==> src/rtl/ret_addr_stack_pkg.sv <==
// Shared sizes and the checkpoint record type for the return-address stack.
package ret_addr_stack_pkg;

    localparam int RAS_DEPTH  = 16;
    localparam int RAS_CKPT_N = 8;
    localparam int IP_WIDTH   = 48;
    localparam int RAS_TOS_W  = $clog2(RAS_DEPTH);
    localparam int RAS_CNT_W  = RAS_TOS_W + 1;

    // Snapshot of the stack head; deeper entries are shared with the live ring.
    typedef struct packed {
        logic [RAS_TOS_W-1:0] tos;
        logic [RAS_CNT_W-1:0] count;
        logic [IP_WIDTH-1:0]  top_ip;
    } ras_ckpt_t;

endpackage

==> src/rtl/ret_addr_stack_ckpt_table.sv <==
// Checkpoint slot table: one synchronous write port, one asynchronous read port.
module ras_ckpt_table
    import ret_addr_stack_pkg::*;
#(
    parameter int CKPT_N = RAS_CKPT_N,
    parameter int TAG_W  = $clog2(CKPT_N)
) (
    input  logic             clk,
    input  logic             wrEn,
    input  logic [TAG_W-1:0] wrTag,
    input  ras_ckpt_t        wrData,
    input  logic [TAG_W-1:0] rdTag,
    output ras_ckpt_t        rdData
);

    ras_ckpt_t slots [CKPT_N];

    // Slots are not reset; a same-edge read sees the value before this write.
    always_ff @(posedge clk) begin
        if (wrEn) begin
            slots[wrTag] <= wrData;
        end
    end

    assign rdData = slots[rdTag];

endmodule

==> src/rtl/ret_addr_stack.sv <==
// Circular return-address stack with 1-cycle registered pop prediction.
// Optional mispredict checkpoints are enabled by defining RAS_CHECKPOINT_EN.
module ret_addr_stack #(
    parameter int DEPTH    = ret_addr_stack_pkg::RAS_DEPTH,
    parameter int IP_WIDTH = ret_addr_stack_pkg::IP_WIDTH,
    parameter int CKPT_N   = ret_addr_stack_pkg::RAS_CKPT_N
) (
    input  logic                      clk,
    input  logic                      rst,
    input  logic                      push_en,
    input  logic                      pop_en,
    input  logic [IP_WIDTH-1:0]       push_ip,
    input  logic                      ckpt_en,
    input  logic [$clog2(CKPT_N)-1:0] ckpt_tag,
    input  logic                      restore_en,
    input  logic [$clog2(CKPT_N)-1:0] restore_tag,
    output logic [IP_WIDTH-1:0]       pred_ip,
    output logic                      pred_valid,
    output logic                      empty,
    output logic                      ovf
);

    import ret_addr_stack_pkg::*;

    localparam int TW = $clog2(DEPTH);
    localparam int CW = TW + 1;

    logic [IP_WIDTH-1:0] entries [DEPTH];
    logic [TW-1:0]       tos, tosNext;
    logic [CW-1:0]       count, countNext;
    logic                ovfNext, predValidNext, predLoad;
    logic                memWe;
    logic [TW-1:0]       memAddr;
    logic [IP_WIDTH-1:0] memData;
    logic                isFull, isEmpty;

    assign isEmpty = (count == '0);
    assign isFull  = (count == CW'(DEPTH));
    assign empty   = isEmpty;

`ifdef RAS_CHECKPOINT_EN
    ras_ckpt_t ckptWrData, restoreSlot;

    assign ckptWrData = '{tos: tos, count: count, top_ip: entries[tos]};

    ras_ckpt_table #(.CKPT_N(CKPT_N)) ckptTable (
        .clk    (clk),
        .wrEn   (ckpt_en),
        .wrTag  (ckpt_tag),
        .wrData (ckptWrData),
        .rdTag  (restore_tag),
        .rdData (restoreSlot)
    );
`else
    logic unusedCkpt;
    assign unusedCkpt = ^{ckpt_en, ckpt_tag, restore_tag};
`endif

    // Restore wins; a push+pop pair swaps the top entry in place.
    always_comb begin
        tosNext       = tos;
        countNext     = count;
        ovfNext       = ovf;
        predValidNext = 1'b0;
        predLoad      = 1'b0;
        memWe         = 1'b0;
        memAddr       = tos + 1'b1;
        memData       = push_ip;
        if (restore_en) begin
`ifdef RAS_CHECKPOINT_EN
            tosNext   = restoreSlot.tos;
            countNext = restoreSlot.count;
            memWe     = 1'b1;
            memAddr   = restoreSlot.tos;
            memData   = restoreSlot.top_ip;
`else
            tosNext   = '0;
            countNext = '0;
`endif
            ovfNext = 1'b0;
        end else if (push_en && pop_en && !isEmpty) begin
            predLoad      = 1'b1;
            predValidNext = 1'b1;
            memWe         = 1'b1;
            memAddr       = tos;
        end else if (push_en) begin
            tosNext = tos + 1'b1;
            memWe   = 1'b1;
            if (isFull) begin
                ovfNext = 1'b1;
            end else begin
                countNext = count + 1'b1;
            end
        end else if (pop_en && !isEmpty) begin
            predLoad      = 1'b1;
            predValidNext = 1'b1;
            tosNext       = tos - 1'b1;
            countNext     = count - 1'b1;
        end
    end

    always_ff @(posedge clk or negedge rst) begin
        if (!rst) begin
            tos        <= '0;
            count      <= '0;
            ovf        <= 1'b0;
            pred_valid <= 1'b0;
            pred_ip    <= '0;
        end else begin
            tos        <= tosNext;
            count      <= countNext;
            ovf        <= ovfNext;
            pred_valid <= predValidNext;
            if (predLoad) begin
                pred_ip <= entries[tos];
            end
        end
    end

    // Entry storage carries no reset; count gates what is ever read out.
    always_ff @(posedge clk) begin
        if (memWe) begin
            entries[memAddr] <= memData;
        end
    end

endmodule

==> config.mk <==
export PLATFORM = sky130hd
export DESIGN_NAME = ret_addr_stack
export DESIGN_NICKNAME = d
export VERILOG_FILES = /design/src/rtl/ret_addr_stack_pkg.sv /design/src/rtl/ret_addr_stack_ckpt_table.sv /design/src/rtl/ret_addr_stack.sv
export SDC_FILE = /design/constraint.sdc
export NUM_CORES = 1
export LEC_CHECK = 0
export BUFFER_PORTS_ARGS = -buffer_cell sky130_fd_sc_hd__buf_2
export CAP_MARGIN = 0
export CELL_PAD_IN_SITES_DETAIL_PLACEMENT = 0
export CELL_PAD_IN_SITES_GLOBAL_PLACEMENT = 1
export CORE_MARGIN = 2
export CORE_UTILIZATION = 52
export CTS_BUF_LIST = sky130_fd_sc_hd__clkbuf_2 sky130_fd_sc_hd__clkbuf_4 sky130_fd_sc_hd__clkbuf_8
export DETAILED_ROUTE_END_ITERATION = 16
export PLACE_DENSITY = 0.75
export SLEW_MARGIN = 20
export SYNTH_ARGS = -nofsm -noshare
export SYNTH_HDL_FRONTEND = slang
export SYNTH_SLANG_ARGS = --single-unit
==> constraint.sdc <==
create_clock -name clk -period 5.95 [get_ports clk]
set_clock_uncertainty 0.1 [all_clocks]
set_input_delay 0.595 -clock clk [delete_from_list [all_inputs] [get_ports clk]]
set_output_delay 0.595 -clock clk [all_outputs]
set_load 0.03 [all_outputs]
==> results of run 1 <==
-- power groups by stage --
stage / clock, W / sequential [W] / combinational [W]
3_3_place_gp: 0 / 0.00725 / 0.00331
4_1_cts: 0.00489 / 0.00715 / 0.00337
2_1_floorplan: 0 / 0.00743 / 0.00220
6_report: 0.00480 / 0.00715 / 0.00334
3_5_place_dp: 0 / 0.00727 / 0.00337
5_1_grt: 0.00514 / 0.00719 / 0.00359
-- how the worst max path moves through the flow --
stage	cells past startpoint	to	slack [ns]	startpoint
after floorplan	6	entries[12][0]	0.11	tos[1]
after global placement	5	entries[6][19]	2.05	count[0]
after detailed placement	5	entries[2][18]	1.92	count[0]
after CTS	5	entries[2][31]	1.93	count[0]
after global routing	5	entries[6][19]	1.77	count[0]
final	5	entries[6][31]	2.01	count[0]
-- kinds of logic after synthesis --
kind of cell             Yosys count
XOR/XNOR                           6
multiplexers                     300
buffers and inverters             91
flip-flops                       827
adder cells (fa/ha/maj)            6
AO/OA/AOI/OAI                    102
AND/OR/NAND/NOR                   84
-- metrics by stage --
step           util, %  total power [W]  area (um2)  instances
6_report          59.7           0.0153       36000       2484
2_1_floorplan        -          0.00962       31700       1416
3_3_place_gp      55.2           0.0106       33300       2249
5_1_grt           59.7           0.0159       36000       2482
4_1_cts           59.6           0.0154       36000       2478
3_5_place_dp      55.2           0.0106       33300       2249
-- registers in the layout (all words and copies together), names as in the netlist --
signal	count
pred_valid	1
entries	768
tos	4
count	5
ovf	1
pred_ip	48
-- layer usage --
| layer | vias up | GRT usage [%] | wire length, um |
|---|---|---|---|
| met5 | - | 0 | 35 |
| met4 | 6 | 6.77 | 1090 |
| met3 | 84 | 3.74 | 4900 |
| met2 | 537 | 35.7 | 33100 |
| met1 | 7999 | 30.5 | 27600 |
| li1 | 6378 | - | - |
-- what timing repair did --
item | 4_1_cts | 5_1_grt
gates resized for setup | 0 | 0
hold buffers | 1 | 0
endpoints found under the hold margin | 14 | 0
-- cell usage in the layout, fill, tap and decap left out, types with 3 or more instances in the layout --
cell type,synthesis,routed
a211oi_1,15,3
a211oi_4,0,12
a21oi_1,10,6
a21oi_4,0,4
a41oi_1,3,3
and2_1,3,3
buf_12,0,7
buf_2,37,102
buf_4,4,22
bufinv_16,0,12
clkbuf_4,1,20
clkbuf_8,0,132
clkinv_1,0,29
clkinv_2,0,33
dfrtp_1,59,57
diode_2,0,5
edfxtp_1,768,768
ha_1,5,5
inv_1,10,10
mux2i_1,106,106
mux4_2,192,192
nand2_1,49,49
nand3_1,4,4
nand4_1,3,3
nor2_1,15,15
o221ai_1,48,48
xnor2_1,4,4
-- final cells by class --
| type | count | area share, % |
|---|---|---|
| timing repair buffer | 133 | 2.37 |
| clock buffer | 152 | 5.46 |
| inverter | 11 | 0.129 |
| tap | 782 | 2.72 |
| multi-input combinational | 498 | 19.3 |
| clock inverter | 76 | 1.81 |
| antenna | 5 | 0.0347 |
| sequential | 827 | 68.2 |
==> impl_metrics.ini, run 1 <==
[yosys]
synthAdderAreaFrac_pct = 0.260
synthMuxAreaShare_pct = 17.0
synth-compound-area-share_pct = 2.65
synth_area_leaders = edfxtp_1 73%, mux4_2 14%, dfrtp_1 4.7%
netlist_instances = 1416
syn_nets = 1482
synth_top_area_share_pct = 72.7
synth_top_family_by_area = multiplexers
synth_simple_gate_area_share_pct = 1.18
syn-cell-area_um2 = 31700
synthDistinctLibCells = 54
synth_flop_cell = edfxtp_1
synth_xor_xnor_area_share_pct = 0.166
ys_seq_area_share_pct = 77.4
synth-edff-count = 768
yosysWarnings = 0
synth.top_cells.by_count = 768 x edfxtp_1, 192 x mux4_2, 106 x mux2i_1
async_flop_share_pct = 7.13
yosysMostFrequentCell = edfxtp_1
postSynthAreaPerCell_um2 = 22.4
synth-seq-cells = 827
synth_area_leader_cell = edfxtp_1

[worst_setup_path]
worst_path_largest_cell_delay_ns = 0.97
worstPathMaxFanout = 38
r2r_end = entries[6][31]
r2r_cells = 5
critPathKind = flip-flop to flip-flop
cp.required_ns = 6.21
rrSetupSlack_ns = 2.01
cp_cell_sequence = nor4_2, a21o_1, a41oi_1, a211oi_4, buf_12
crit_path_end_kind = flip-flop
crit_buf_inv = 1
cp-start-kind = flip-flop
arrival_ns = 4.21
r2r_start = count[0]
critPathSlowestCell = a211oi_4
cp_top_family = compound AO/OA/AOI/OAI gates

[floorplanning]
start_util_pct = 52.6
die_x_um = 251
floorplan.rows = 90
core_area_um2 = 60400
die_y_um = 251
num_io_pins = 111
die_area_um2 = 63000

[pwr]
power_density_nw_per_um2 = 424
power_frac_comb_pct = 21.8
clockPowerShare_pct = 31.4
p_int_w = 0.0109
leakagePower_nw = 12.0
seqPwrFrac_pct = 46.8
p_sw_share_pct = 28.4
worst_ir_drop_vdd_mv = 0.193
power_switching_w = 0.00434

[clock_network]
htreeDepth = 3
numCtsBuffers = 120
cts_setup_buffers = 0
clk_pin_slew_ns = 0.06
cts_tree = done
clk_latency_ns = 0.71
ctsRootBufferMaster = clkbuf_8
cts_buffer_depth = 3
cts_sinks = 827

[cells_and_area]
drive_gt1_share_pct = 32.6
seqCellArea_um2 = 24500
fill_cells = 4227
multiInputGateArea_um2 = 6960
syn2layout_area_growth_pct = 13.5
nets = 1657

[timing]
relSlewSlack_pct = 28.2
hold_viol_final = 0
layout_setup_ws_ns = 2.01
tns_ns = 0
max_freq_ghz = 0.254
slew_viol_final = 0
tightest_slew_ns = 1.08
period_needed_ns = 3.94
holdWs_ns = 0.151
setup_viol = 0
rsz0062_at_grt = no
min_period_over_period_pct = 66.3

[placed_design]
dp_hpwl_um = 31400
io_buffers = 103
place.gp.congestion = 0.716
dp_slack_ns = 1.92

[min_path]
hold_end = entries[11][43]
worstHoldStart = push_ip[43]
hold_class = input pin to flip-flop
whs_path_depth = 1

[routing]
vias = 15004
drc = 0
wl_um = 66800
first_iter_violations = 1414
firstDrtPassIters = 7
viasPerCell = 6.04
antenna_left = 0
post_drt_wl_per_cell_um = 26.9

[global_routing]
track_usage_pct = 21.8
grt_pass1_vias = 15820
grt_overflow = 0
grt_max_degree = 134
grt_pass1_wl_um = 99800
antenna_found_initial = 8

[job]
max-cap-violations = 0

[status]
outcome = finished clean
Note: power is estimated with default switching activity, not from simulation.
==> run 2: changes to the inputs <==
- CORE_UTILIZATION: 52 -> 55
- clock period: 5.95 -> 3.89 ns (I/O delays scaled with it)
==> run 2 against run 1 <==
  * Cell area rose by 2.6%
  * Critical path depth unchanged
  * Largest power group unchanged
  * Flip-flop and latch count unchanged
  * Total power up 56%
  * Sequential power grew 51%
  * Combinational power up 59%
  * Sequential share of layout area fell by 1.7 points
  * Core utilization is 4.8 points higher
  * Clock power increased by 60%
  * Non-clock buffer count increased by 66
==> impl_metrics.ini, run 2 (synthesis gave the netlist of run 1 again) <==
[status]
outcome = finished clean

[cells_and_area]
layout_common_cells = 768 x edfxtp_1, 192 x mux4_2, 149 x clkbuf_8, 106 x mux2i_1, 102 x buf_2
syn2layout_area_growth_pct = 16.5
largest_reg_flops = 768
final_common_cell = edfxtp_1
nets = 1737
drive_gt1_share_pct = 32.9
seqCellArea_um2 = 24500
fill_cells = 3821
multiInputGateArea_um2 = 6960
largest-register = entries
fin_util_pct = 64.4
final_area_um2 = 37000
largest_registers = entries: 768 flops, pred_ip: 48 flops, count: 5 flops

[timing]
setup_viol = 0
relSlewSlack_pct = 27.6
period_needed_ns = 3.27
min_period_over_period_pct = 84.0
max_freq_ghz = 0.306
tightest_slew_ns = 1.07
slew_viol_final = 0
hold_viol_final = 0
rsz0062_at_grt = no

[routing]
antenna_left = 0
vias = 15161
post_drt_wl_per_cell_um = 26.0
drc = 0
viasPerCell = 5.97
wl_um = 66100
firstDrtPassIters = 5
first_iter_violations = 1359

[worst_setup_path]
arrival_ns = 3.58
cp.required_ns = 4.20
cp_cell_sequence = or4_1, o21ai_4, nand4_1, a21oi_4, buf_12
crit_path_end_kind = flip-flop
cp-start-kind = flip-flop
rrSetupSlack_ns = 0.62
r2r_end = entries[11][18]
critPathKind = flip-flop to flip-flop
r2r_start = count[0]
worst_path_largest_cell_delay_ns = 0.72
worstPathMaxFanout = 40
r2r_cells = 5
critPathSlowestCell = or4_1
crit_buf_inv = 1
cp_top_family = simple AND/OR/NAND/NOR gates

[global_routing]
antenna_found_initial = 3
grt_overflow = 0
grt_pass1_vias = 16089
grt_max_degree = 133
track_usage_pct = 23.1
grt_pass1_wl_um = 99900

[placed_design]
dp_hpwl_um = 32500
io_buffers = 103
place.gp.congestion = 0.721
postPlaceCellArea_um2 = 33600

[floorplanning]
start_util_pct = 55.3
core_area_um2 = 57400
die_area_um2 = 59600
floorplan.rows = 88
die_x_um = 244
die_y_um = 244
num_io_pins = 111

[clock_network]
ctsResizeCount = 0
cts_setup_buffers = 0
ctsHoldBuffers = 53
ctsRootBufferMaster = clkbuf_8
cts_tree = done
htreeDepth = 4
cts_sinks = 827
cts_buffer_depth = 3
clk_latency_ns = 0.76
clk_pin_slew_ns = 0.06
numCtsBuffers = 134

[pwr]
worst_ir_drop_vdd_mv = 0.410
leakagePower_nw = 12.5
power_density_nw_per_um2 = 644

[min_path]
hold_class = input pin to async pin

[job]
max-cap-violations = 0
-- run 2: changes by cell type in the layout (fill, tap and decap cells not counted), sizes merged --
cell and delta:
inv +5, dlygate4sd3 +52, bufinv -6, diode -4
clkbuf +48, clkinv -36, buf +14
-- run 2: final cells by class --
class                           count  area share [%]
Inverter                           11           0.125
Antenna cell                        1         0.00677
Clock buffer                      200            6.58
Multi-Input combinational cell    498            18.8
Timing Repair Buffer              199            4.52
Clock inverter                     39           0.931
Tap cell                          765            2.59
Sequential cell                   827            66.4
-- run 2: worst max path at each step --
stage | from | to | slack [ns] | cells after the start
3_5_place_dp | count[0] | entries[4][31] | 0.61 | 6
6_report | count[0] | entries[11][18] | 0.62 | 5
5_1_grt | count[0] | entries[9][30] | 0.44 | 5
2_1_floorplan | count[0] | entries[8][0] | -0.65 | 6
4_1_cts | count[0] | entries[4][41] | 0.59 | 6
3_3_place_gp | count[0] | entries[4][26] | 0.63 | 6
-- run 2: where the power goes --
group	internal (W)	switching (W)
sequential	0.0105	0.000362
clock	0.00440	0.00327
combinational	0.00223	0.00307
total	0.0171	0.00670
-- run 2: per-layer routing --
| layer | up-vias | wire length [um] | GRT usage [%] |
|---|---|---|---|
| li1 | 6519 | - | - |
| met1 | 8117 | 27500 | 30.5 |
| met2 | 419 | 33900 | 38.4 |
| met3 | 102 | 3210 | 4.92 |
| met4 | 4 | 1530 | 8.36 |
| met5 | - | 28 | 0 |
-- run 2: per-stage QoR --
stage          setup slack (ns)  std cells  total power, W  TNS, ns  hold WS [ns]
4_1_cts                   0.589       2539          0.0241        0         0.107
3_3_place_gp              0.633       2247          0.0162        0         0.364
3_5_place_dp              0.606       2247          0.0163        0         0.371
6_report                  0.622       2540          0.0238        0         0.149
2_1_floorplan            -0.654       1416          0.0148  -125.50      -0.00659
5_1_grt                   0.436       2540          0.0248        0         0.164
==> run 3: changes to the inputs <==
- CORE_UTILIZATION: 55 -> 52
- clock period: 3.89 -> 2.75 ns (I/O delays scaled with it)
==> run 3 against run 2 <==
  * Via count rose by 1.9%
  * Register-to-register slack got worse by 0.54 ns
  * Critical path type unchanged
  * Maximum frequency increased by 22%
  * Cell area grew 1.4%
  * Critical endpoint is now entries[15][43]
  * Sequential power is 42% higher
  * Sequential share of layout area down 0.88 points
  * Wire length is 3.7% higher
  * Highest routed layer is now met4
  * Die area up 5.7%
  * Total power grew 42%
  * Setup slack lost 0.54 ns
  * Final cell count is 1.8% higher
==> impl_metrics.ini, run 3 (synthesis gave the netlist of run 1 again) <==
[cells_and_area]
nets = 1764
fill_cells = 4144
layout_common_cells = 768 x edfxtp_1, 192 x mux4_2, 148 x clkbuf_8, 102 x mux2i_1, 101 x buf_2
drive_gt1_share_pct = 35.3
largest_registers = entries: 768 flops, pred_ip: 48 flops, count: 5 flops
final_common_cell = edfxtp_1
largest_reg_flops = 768
syn2layout_area_growth_pct = 18.1
largest-register = entries
fin_util_pct = 62.1

[timing]
holdWs_ns = 0.331
tightest_slew_ns = 0.863
relSlewSlack_pct = 42.5
min_period_over_period_pct = 97.1
slew_viol_final = 0
max_freq_ghz = 0.375
period_needed_ns = 2.67
hold_viol_final = 0
setup_viol = 0

[worst_setup_path]
cp.required_ns = 3.07
r2r_cells = 6
r2r_end = entries[15][43]
rrSetupSlack_ns = 0.08
r2r_start = count[2]
crit_path_end_kind = flip-flop
arrival_ns = 2.99
cp-start-kind = flip-flop
critPathKind = flip-flop to flip-flop
worstPathMaxFanout = 24

[routing]
wl_um = 68600
vias = 15450
firstDrtPassIters = 5
viasPerCell = 5.97
antenna_left = 0
drc = 0
first_iter_violations = 1310
post_drt_wl_per_cell_um = 26.5

[floorplanning]
die_area_um2 = 63000
die_y_um = 251
floorplan.rows = 90
die_x_um = 251
num_io_pins = 111
start_util_pct = 52.6
core_area_um2 = 60400

[pwr]
worst_ir_drop_vdd_mv = 0.537
leakagePower_nw = 12.6
power_density_nw_per_um2 = 902

[global_routing]
grt_max_degree = 115
grt_overflow = 0
track_usage_pct = 22.3
grt_pass1_vias = 16160
grt_pass1_wl_um = 102000
antenna_found_initial = 0

[placed_design]
io_buffers = 103
dp_hpwl_um = 34800
place.gp.congestion = 0.771

[min_path]
whs_path_depth = 2
hold_class = input pin to flip-flop
hold_end = entries[1][21]
worstHoldStart = push_ip[21]

[clock_network]
cts_sinks = 827
clk_pin_slew_ns = 0.06
cts_buffer_depth = 3
clk_latency_ns = 0.77
numCtsBuffers = 131
ctsRootBufferMaster = clkbuf_8
cts_tree = done
htreeDepth = 4

[status]
outcome = finished clean

[job]
max-cap-violations = 0
run 3: how the worst max path moves through the flow:
stage,from,endpoint
after global placement,count[0],entries[11][23]
after floorplan,count[1],entries[0][0]
after global routing,count[2],entries[7][28]
after CTS,count[2],entries[15][28]
final,count[2],entries[15][43]
after detailed placement,count[2],entries[15][32]
run 3: metal layers:
layer  share of wire, %  GRT usage (%)
met2                 49           35.7
met4                1.9           6.75
met1                 42           31.2
met3                6.4           4.86
met5                  0              0
run 3: final cells by class:
cell class / instances / area [um2] / area share (%)
repair buffers: 229 / 2110 / 5.63
flip-flops and latches: 827 / 24500 / 65.5
well taps: 782 / 978 / 2.61
clock inverters: 28 / 206 / 0.551
inverters: 11 / 50.0 / 0.134
multi-input cells: 498 / 7060 / 18.9
diodes: 1 / 2.50 / 0.00668
clock buffers: 210 / 2500 / 6.68
run 3: critical path, stage by stage (launching register included):
cell	delay [ns]
dfrtp_1	0.46
nor4_4	0.33
a21o_2	0.29
a41oi_2	0.35
a211oi_4	0.32
buf_4	0.19
buf_8	0.30
run 3: through the flow:
step                worst slack [ns]  total power [W]  cell area (um2)  TNS (ns)  std cells
global route                -0.00281           0.0353            37500  -0.00281       2585
finish                        0.0806           0.0338            37500         0       2586
global placement              0.0625           0.0234            34100         0       2284
floorplan                     -0.692           0.0211            32000   -487.61       1416
CTS                           0.0116           0.0342            37400         0       2578
detailed placement            0.0225           0.0235            34100         0       2284
run 3: power by group:
part | switching (W) | internal, W | leakage (nW)
Clock | 0.00458 | 0.00596 | 1.44
Sequential | 0.000463 | 0.0148 | 7.66
Combinational | 0.00454 | 0.00345 | 3.53
Total | 0.00959 | 0.0242 | 12.6
run 3: what timing repair did:
action	4_1_cts	5_1_grt
pin swaps	0	2
endpoints found under the setup margin	1	196
setup buffers	0	5
endpoints found under the hold margin	837	0
gates resized for setup	2	11
hold buffers	56	0
cloned	0	2
